### config.mk
export PLATFORM = sky130hd
export DESIGN_NAME = keypad_scanner
export DESIGN_NICKNAME = d
export VERILOG_FILES = /design/src/rtl/keypad_pkg.sv /design/src/rtl/keypad_decimal_entry.sv /design/src/rtl/keypad_scanner.sv
export SDC_FILE = /design/constraint.sdc
export NUM_CORES = 1
export LEC_CHECK = 0
export BUFFER_PORTS_ARGS = -buffer_cell sky130_fd_sc_hd__buf_2
export CORE_ASPECT_RATIO = 1.25
export CORE_MARGIN = 2
export CORE_UTILIZATION = 35
export CTS_CLUSTER_DIAMETER = 60
export DETAILED_ROUTE_END_ITERATION = 12
export SETUP_SLACK_MARGIN = 0.5
export SYNTH_ARGS = -nofsm -noshare
export SYNTH_HDL_FRONTEND = slang
export SYNTH_HIERARCHICAL = 1
export SYNTH_SLANG_ARGS = --single-unit
### constraint.sdc
create_clock -name clk -period 13 [get_ports clk]
set_input_delay 2.6 -clock clk [delete_from_list [all_inputs] [get_ports clk]]
set_output_delay 2.6 -clock clk [all_outputs]
set_load 0.02 [all_outputs]
### src/rtl/keypad_pkg.sv
// Shared types and constants for the 4x4 matrix keypad scanner and its
// decimal entry accumulator.
package keypad_pkg;

  localparam logic [3:0] KEY_BKSP  = 4'hE;
  localparam logic [3:0] KEY_CLR   = 4'hC;
  localparam logic [3:0] KEY_ENTER = 4'hF;
  localparam int unsigned MAX_ENTRY = 9999;

  typedef enum logic {
    IDLE    = 1'b0,
    PRESSED = 1'b1
  } kp_state_e;

  // Per-scan candidate: vld=0 means no key; idx = {row, col}
  typedef struct packed {
    logic       vld;
    logic [3:0] idx;
  } kp_cand_t;

  function automatic logic [3:0] key_map(input logic [3:0] idx);
    logic [3:0] code;
    case (idx)
      4'd0:    code = 4'h1;
      4'd1:    code = 4'h2;
      4'd2:    code = 4'h3;
      4'd3:    code = 4'hA;
      4'd4:    code = 4'h4;
      4'd5:    code = 4'h5;
      4'd6:    code = 4'h6;
      4'd7:    code = 4'hB;
      4'd8:    code = 4'h7;
      4'd9:    code = 4'h8;
      4'd10:   code = 4'h9;
      4'd11:   code = 4'hC;
      4'd12:   code = 4'hE;
      4'd13:   code = 4'h0;
      4'd14:   code = 4'hF;
      default: code = 4'hD;
    endcase
    return code;
  endfunction

endpackage

### src/rtl/keypad_decimal_entry.sv
// Decimal entry accumulator: builds a 0..9999 value from digit keys, with
// backspace, clear and enter-latch.
module keypad_decimal_entry
  import keypad_pkg::*;
(
  input  logic        clk,
  input  logic        rst,
  input  logic        key_valid_i,
  input  logic [3:0]  key_code_i,
  output logic [13:0] value_o,
  output logic [13:0] entered_o,
  output logic        enter_pulse_o
);

  logic [13:0] value_q, entered_q;
  logic        enter_pulse_q;
  logic [16:0] shifted;

  assign shifted = {3'b0, value_q} * 17'd10 + {13'b0, key_code_i};

  always_ff @(posedge clk or posedge rst) begin
    if (rst) begin
      value_q       <= '0;
      entered_q     <= '0;
      enter_pulse_q <= 1'b0;
    end else begin
      enter_pulse_q <= 1'b0;
      if (key_valid_i) begin
        case (key_code_i)
          4'h0, 4'h1, 4'h2, 4'h3, 4'h4,
          4'h5, 4'h6, 4'h7, 4'h8, 4'h9: begin
            // A fifth digit is dropped rather than wrapping past MAX_ENTRY
            if (value_q <= 14'(MAX_ENTRY / 10)) value_q <= shifted[13:0];
          end
          KEY_BKSP:  value_q <= value_q / 14'd10;
          KEY_CLR:   value_q <= '0;
          KEY_ENTER: begin
            entered_q     <= value_q;
            enter_pulse_q <= 1'b1;
          end
          default: ;
        endcase
      end
    end
  end

  assign value_o       = value_q;
  assign entered_o     = entered_q;
  assign enter_pulse_o = enter_pulse_q;

endmodule

### src/rtl/keypad_scanner.sv
// 4x4 active-low keypad scanner: column strobe, row sync, ghost-rejecting
// debounce and one-cycle key events feeding a decimal entry accumulator.
module keypad_scanner
  import keypad_pkg::*;
#(
  parameter int SCAN_DIV       = 131072,
  parameter int DEBOUNCE_SCANS = 4
) (
  input  logic        clk,
  input  logic        rst,
  output logic [3:0]  col,
  input  logic [3:0]  row,
  output logic        key_valid,
  output logic [3:0]  key_code,
  output logic        key_held,
  output logic [13:0] value,
  output logic [13:0] entered,
  output logic        enter_pulse
);

  localparam int DW_W  = (SCAN_DIV > 1) ? $clog2(SCAN_DIV) : 1;
  localparam int CNT_W = $clog2(DEBOUNCE_SCANS + 1);

  logic [1:0][3:0]  row_sync_q;
  logic [3:0]       row_s;
  logic [DW_W-1:0]  dwell_q;
  logic [1:0]       col_idx_q, col_idx_d;
  logic [3:0]       col_q;
  logic [15:0]      snap_q, snap_full;
  logic             last_dwell, scan_end;

  logic [4:0]       ones;
  logic [3:0]       hit_idx;
  logic             ghost;
  kp_cand_t         cand, prev_q, prev_d;
  logic [CNT_W-1:0] cnt_q, cnt_d;
  logic             stable, accept, release_key;
  logic [3:0]       code_new;

  kp_state_e        state_q;
  logic             key_valid_q, key_held_q;
  logic [3:0]       key_code_q;

  assign row_s      = row_sync_q[1];
  assign last_dwell = (dwell_q == DW_W'(SCAN_DIV - 1));
  assign scan_end   = last_dwell && (col_idx_q == 2'd3);
  assign col_idx_d  = last_dwell ? col_idx_q + 2'd1 : col_idx_q;

  always_comb begin
    snap_full = snap_q;
    if (last_dwell)
      for (int r = 0; r < 4; r++) snap_full[{2'(r), col_idx_q}] = ~row_s[r];
  end

  always_ff @(posedge clk or posedge rst) begin
    if (rst) begin
      row_sync_q <= '1;
      dwell_q    <= '0;
      col_idx_q  <= '0;
      col_q      <= 4'b1111;
      snap_q     <= '0;
    end else begin
      row_sync_q <= {row_sync_q[0], row};
      dwell_q    <= last_dwell ? '0 : dwell_q + DW_W'(1);
      col_idx_q  <= col_idx_d;
      col_q      <= ~(4'b0001 << col_idx_d);
      snap_q     <= scan_end ? '0 : snap_full;
    end
  end

  // Candidate extraction: more than one closed switch is treated as ghosting
  always_comb begin
    ones    = '0;
    hit_idx = '0;
    for (int i = 0; i < 16; i++) begin
      if (snap_full[i]) begin
        ones    = ones + 5'd1;
        hit_idx = 4'(i);
      end
    end
  end

  assign ghost    = (ones > 5'd1);
  assign cand     = '{vld: (ones == 5'd1), idx: (ones == 5'd1) ? hit_idx : 4'd0};
  assign code_new = key_map(cand.idx);

  always_comb begin
    cnt_d  = cnt_q;
    prev_d = prev_q;
    if (scan_end && !ghost) begin
      if (cand == prev_q) begin
        if (cnt_q != CNT_W'(DEBOUNCE_SCANS)) cnt_d = cnt_q + CNT_W'(1);
      end else begin
        cnt_d  = CNT_W'(1);
        prev_d = cand;
      end
    end
  end

  assign stable      = scan_end && !ghost && (cnt_d == CNT_W'(DEBOUNCE_SCANS));
  assign accept      = stable && cand.vld &&
                       ((state_q == IDLE) || (code_new != key_code_q));
  assign release_key = stable && !cand.vld && (state_q == PRESSED);

  always_ff @(posedge clk or posedge rst) begin
    if (rst) begin
      cnt_q       <= '0;
      prev_q      <= '0;
      state_q     <= IDLE;
      key_valid_q <= 1'b0;
      key_code_q  <= '0;
      key_held_q  <= 1'b0;
    end else begin
      cnt_q       <= cnt_d;
      prev_q      <= prev_d;
      key_valid_q <= accept;
      case (state_q)
        IDLE: if (accept) begin
          state_q    <= PRESSED;
          key_code_q <= code_new;
          key_held_q <= 1'b1;
        end
        PRESSED: begin
          if (accept) key_code_q <= code_new;
          else if (release_key) begin
            state_q    <= IDLE;
            key_held_q <= 1'b0;
          end
        end
        default: state_q <= IDLE;
      endcase
    end
  end

  // Fed from the pre-register accept so value moves on the key_valid edge
  keypad_decimal_entry u_entry (
    .clk           (clk),
    .rst           (rst),
    .key_valid_i   (accept),
    .key_code_i    (code_new),
    .value_o       (value),
    .entered_o     (entered),
    .enter_pulse_o (enter_pulse)
  );

  assign col       = col_q;
  assign key_valid = key_valid_q;
  assign key_code  = key_code_q;
  assign key_held  = key_held_q;

endmodule

==> results of run 1 <==
cells in the final DEF (no fill, tap or decap), drive strengths merged, types with 35 or more instances in the layout:
master    n
a21oi    61
nor2    104
buf     132
dfrtp    79
xnor2    68
o21ai    64
ha       48
inv      50
nand3    35
nand2    99
through the flow:
step	power [µW]	hold WS (ps)	setup slack (ps)	setup TNS (ps)	utilization, %
6_report	567.9	355.9	753.8	0	42.92
5_1_grt	585.8	360.9	71.98	0	42.92
4_1_cts	574.8	357.5	504.7	0	39.97
3_5_place_dp	301.2	347.2	-93.42	-146.4	38.14
3_3_place_gp	301.2	346.1	234.0	0	38.14
2_1_floorplan	297.3	345.2	490.5	0	-
final timing paths:
kind	slack (ps)	startpoint	end
setup / recovery	750	dwell_q[5]	u_entry/value_o[0]
hold / removal	360	row_sync_q[0]	row_s[0]
setup reg to reg	750	dwell_q[5]	u_entry/value_o[0]
hold reg to reg	360	row_sync_q[0]	row_s[0]
max in group asynchronous	10000	rst	dwell_q[10]
min in group asynchronous	2310	rst	u_entry/entered_o[0]
synth_stat cells, types with 7 or more instances:
master | n | area [µm²]
nor2_1 | 103 | 386.6
nand2_1 | 96 | 360.4
dfrtp_1 | 79 | 1977
xnor2_1 | 63 | 551.8
a21oi_1 | 57 | 285.3
o21ai_0 | 55 | 275.3
ha_1 | 48 | 600.6
inv_1 | 45 | 168.9
nand3_1 | 35 | 175.2
clkbuf_1 | 31 | 116.4
xor2_1 | 30 | 262.8
nor3_1 | 24 | 120.1
mux2_2 | 22 | 247.7
mux2i_1 | 19 | 190.2
o21a_1 | 16 | 120.1
o22ai_1 | 16 | 100.1
a21o_1 | 15 | 112.6
nand2b_1 | 15 | 93.84
or3_1 | 15 | 93.84
and2_1 | 14 | 87.58
nor2b_1 | 14 | 87.58
buf_2 | 13 | 65.06
nand4_1 | 13 | 81.33
dfstp_2 | 12 | 315.3
o211ai_1 | 12 | 90.09
and3_1 | 11 | 68.82
a211oi_1 | 10 | 75.07
o21bai_1 | 9 | 67.56
o2111ai_1 | 8 | 70.07
a22oi_1 | 7 | 52.55
buf_4 | 7 | 52.55
o211a_1 | 7 | 70.07
o31ai_1 | 7 | 52.55
or2_2 | 7 | 43.79
per-layer routing:
metal	track usage, %	wire, µm	vias to the layer above
met2	31.00	13580	212
met1	23.68	11830	4437
met4	7.479	815	0
li1	-	-	4376
met5	0	0	-
met3	2.010	894	60
logic make-up (layout without fill, tap and decap cells):
family          after synthesis  in the layout
simple gates                407            407
compound gates              329            329
buf+inv                     111            204
xor+xnor                    104            104
flops                        91             91
fa+ha+maj                    50             50
mux                          47             47
report_power, final:
part / switching [µW] / internal (µW) / leakage [µW]
combinational: 6.27 / 1.70 / 0.00367
sequential: 2.19 / 285 / 0.00122
clock: 137 / 135 / 0.000142
total: 146 / 422 / 0.00502
state kept, by name, indices dropped and copies added (netlist names), 5 cells and up, named ones only:
register	count
u_entry/entered_o	14
snap_q	16
prev_q	5
dwell_q	17
u_entry/value_o	14
cell type report:
type / count / area, µm²
clock inverters: 7 / 72.57
repair buffers: 135 / 1015
inverters: 53 / 203.9
flip-flops and latches: 91 / 2292
well taps: 345 / 431.7
clock buffers: 9 / 225.2
multi-input cells: 937 / 7273
fillers: 2646 / 15310
worst max-delay path: cells and delay by family, from the launching register on:
family	cells	cell delay, ps
mux	4	1030
buf+inv	6	400
xor+xnor	4	650
flops	1	360
fa+ha+maj	10	2280
compound gates	22	3570
simple gates	21	3840
repair_timing:
| item | 4_1_cts | 5_1_grt |
|---|---|---|
| gates cloned | 0 | 5 |
| setup endpoints to repair | 29 | 32 |
| pin swaps | 14 | 51 |
| gates resized for setup | 13 | 106 |
| buffers inserted | 20 | 31 |
| hold buffers | 0 | 0 |
| hold endpoints to repair | 0 | 0 |
==> run metrics, run 1 <==
largest family of logic cells by synthesized area compound AO/OA/AOI/OAI gates; cell mode on critical path ha_4; CP Max Fanout 6; Clock Skew 12.39 ps; setup violators final 0; total gr overflow 0; vias in the first global route 8664; post-synthesis sequential area ratio 24.05%; diodes inserted 0; final non-filler cell total 1577; worst-margin pin slew 1050 ps; final hold violation count 0; EDFF count, synth 0; final antenna-violating net count 0; FF+latch count, synth 91; Max clock buf depth 2; Post-Syn Nets 1195; # rows 67; Area growth syn-to-layout 20.81%; Pwr per Cell Area 49.33 mW/mm²; Post-DP HPWL 18730 µm; slowest cell delay on critical path 470 ps; H-tree depth 3; all-layer global routing usage 18.33%; drt drc 0; Synth cell types 116; period utilisation layout 94.20%; R2R depth 67; worst ir drop on vdd 0.06603 mV; via count 9085; mean post-synth cell area 8.367 µm²; Slew Limit Fails 0; initial antenna violation count 0; design area 0.01151 mm²; DIE AREA 0.02857 mm²; Syn Inst Count 1139; Worst setup SP type register; min Tclk post-route 12250 ps; Die W 151.6 µm; max_cap viols 0; WP data required 13280 ps; share of cells above drive strength 1 27.19%; worst min path class register to register; TritonCTS clock tree yes; worst-path cell with the longest stage delay or4b_1; placed insts 1505; largest net degree at the start of global routing 63; Max transition margin 30.02%; post-synthesis mux area share 5.370%; Worst setup EP type register; Mapped Area 0.009530 mm²; NumNets Final 1283; Num Clock Sinks 91; first-pass GRT wire length 42950 µm; drt wl/cell 17.19 µm; crit path DAT 12530 ps; placer congestion estimate 0.8988; unrepaired setup endpoints after global routing yes; Synth Area in Compound Gates 25.06%; Core ar. 0.02683 mm²; Synth Area in Simple Gates 22.36%; ys flop type dfrtp_1; WS Path Type register to register; initial DRC count 598; hold path cells 0; I/O pins 45; Max Clock Freq 81.66 MHz; initial core utilization 35.53%; Pleak 0.005024 µW; clk slew on worst S/H paths 80 ps; yosys warns 6; Adder-Cell Fraction of Synth Area 6.722%; Synth Area in XOR/XNOR 11.21%; number of vias per cell 5.761; worst skew pair latency 370 ps; Num CTS Buffers 9; outcome complete, no violations; Placement Cell Area 0.01023 mm²; ys async rst share 100.0%; CTS root buffer clkbuf_16; final WL 27120 µm; die height 188.5 µm; Buffers on Ports 44; drt pass-1 iters 7
No activity file was read; power rests on OpenSTA's default activity.
==> inputs of run 2 (changes only) <==
--- a/config.mk
+++ b/config.mk
@@ -8,9 +8,10 @@
 export BUFFER_PORTS_ARGS = -buffer_cell sky130_fd_sc_hd__buf_2
 export CORE_ASPECT_RATIO = 1.25
 export CORE_MARGIN = 2
-export CORE_UTILIZATION = 35
+export CORE_UTILIZATION = 58
 export CTS_CLUSTER_DIAMETER = 60
 export DETAILED_ROUTE_END_ITERATION = 12
+export PLACE_DENSITY = 0.79
 export SETUP_SLACK_MARGIN = 0.5
 export SYNTH_ARGS = -nofsm -noshare
 export SYNTH_HDL_FRONTEND = slang
==> run metrics, run 2 (synthesized netlist as in run 1, its figures left out) <==
design area 0.01128 mm² (-2.0%); Pwr per Cell Area 49.75 mW/mm² (+0.86%); Area growth syn-to-layout 18.34%; I/O pins 45 (unchanged); initial core utilization 59.06% (+24 points); drt drc 0 (unchanged); H-tree depth 3 (unchanged); fin util 69.90% (+27 points); met1 usage 34.86% (+11 points); Buffers on Ports 44 (unchanged); CTS root buffer clkbuf_16; worst ir drop on vdd 0.06051 mV (-8.4%); CP Max Fanout 5 (-1); period utilisation layout 96.33% (+2.1 points); vias in the first global route 9055 (+4.5%); worst-path cell with the longest stage delay or4b_1; min Tclk post-route 12520 ps (+277.1 ps); final hold violation count 0 (unchanged); Pleak 0.004955 µW (-1.4%); Worst setup EP type register; worst skew pair latency 370 ps (about the same); drt pass-1 iters 6 (-1); cell mode on critical path ha_4; largest net degree at the start of global routing 63 (unchanged); commonest non-fill, non-tap cell in the layout nor2_1; Placement Cell Area 0.009957 mm² (-2.7%); die height 147.3 µm (-22%); Max Clock Freq 79.85 MHz (-2.2%); Max transition margin 24.97% (-5.1 points); NumNets Final 1270 (-1.0%); WS Path Type register to register; WP data required 13290 ps (about the same); largest registers dwell_q (17), snap_q (16); diodes inserted 0 (unchanged); final WL 27580 µm (+1.7%); Num Clock Sinks 91 (unchanged); TritonCTS clock tree yes; Worst setup SP type register; Post-DP HPWL 18190 µm (-2.9%); final non-filler cell total 1435 (-9.0%); via count 9534 (+4.9%); outcome complete, no violations; clk slew on worst S/H paths 70 ps (about the same); all-layer global routing usage 29.45% (+11 points); final antenna-violating net count 0 (unchanged); setup violators final 0 (unchanged); most frequent cells in the layout nor2_1, nand2_1, dfrtp_1; grt met3 use 4.037% (+2.0 points); Core ar. 0.01614 mm² (-40%); max_cap viols 0 (unchanged); Clock Skew 11.49 ps (-0.8994 ps); DIE AREA 0.01748 mm² (-39%); worst-margin pin slew 1125 ps (+75.76 ps); GR peak layer met2; share of cells above drive strength 1 27.32% (+0.13 points); placed insts 1361 (-9.6%); worst min path class register to register; Num CTS Buffers 9 (unchanged); slowest cell delay on critical path 500 ps (+30 ps); placer congestion estimate 0.9532 (+6.1%); first-pass GRT wire length 42990 µm (about the same); met2 usage 52.82% (+22 points); drt wl/cell 19.22 µm (+12%); Largest register FFs 17 (unchanged); unrepaired setup endpoints after global routing yes; CP top delay family simple AND/OR/NAND/NOR gates; Max clock buf depth 2 (unchanged); number of vias per cell 6.644 (+15%); Slew Limit Fails 0 (unchanged); Die W 118.7 µm (-22%); most flop-heavy register dwell_q; initial DRC count 876 (+46%); initial antenna violation count 0 (unchanged); crit path buf inv count 7 (+1); total gr overflow 0 (unchanged); # rows 52 (-22%); crit path DAT 12810 ps (+280 ps)
## run 2: area by class of cell
class / count / area [µm²]
Inverter: 53 / 201.4
Fill cell: 1236 / 4857
Clock buffer: 9 / 225.2
Timing Repair Buffer: 122 / 855.8
Sequential cell: 91 / 2292
Multi-Input combinational cell: 937 / 7367
Tap cell: 216 / 270.3
Clock inverter: 7 / 66.31
## run 2: worst paths after layout
| kind | slack, ps | to | startpoint | cells after the start |
|---|---|---|---|---|
| max in group asynchronous | 10000 | dwell_q[15] | rst | 3 |
| setup reg to reg | 480 | u_entry/value_o[0] | dwell_q[5] | 69 |
| min in group asynchronous | 2300 | u_entry/value_o[0] | rst | 2 |
| hold reg to reg | 360 | row_s[0] | row_sync_q[0] | 0 |
| setup / recovery | 480 | u_entry/value_o[0] | dwell_q[5] | 69 |
| hold / removal | 360 | row_s[0] | row_sync_q[0] | 0 |
## run 2: metal layers
layer	vias up	wire length, µm
li1	4350	-
met1	4631	10710
met2	444	14140
met3	109	1597
met4	0	1133
met5	-	0
## run 2: repair_timing
action	in CTS	in global routing
endpoints found under the hold margin	0	0
hold buffers	0	0
pin swaps	15	56
endpoints found under the setup margin	29	32
resized for setup	19	103
gates cloned	0	1
buffers inserted	21	36
## run 2: per-stage QoR
step / total power, µW / hold slack, ps / worst slack (ps) / setup TNS (ps)
6_report: 561.1 / 356.5 / 476.8 / 0
5_1_grt: 577.1 / 366.1 / 94.34 / 0
4_1_cts: 562.7 / 357.6 / 503.4 / 0
3_5_place_dp: 301.0 / 346.9 / -381.9 / -3373
3_3_place_gp: 300.9 / 346.9 / 80.58 / 0
2_1_floorplan: 297.3 / 345.2 / 490.5 / 0
## run 2: worst reg2reg max path: cells and delay by family (launching register included)
| family | cells | cell delay (ps) |
|---|---|---|
| adder cells (fa/ha/maj) | 10 | 2390 |
| buffers and inverters | 7 | 630 |
| multiplexers | 3 | 740 |
| AO/OA/AOI/OAI | 24 | 3710 |
| XOR/XNOR | 3 | 450 |
| flip-flops | 1 | 370 |
| AND/OR/NAND/NOR | 22 | 4200 |
## run 2: report_power, final
part / switching, µW / total (µW) / internal, µW
combinational: 6.23 / 7.93 / 1.70
sequential: 2.25 / 288 / 285
clock: 130 / 266 / 135
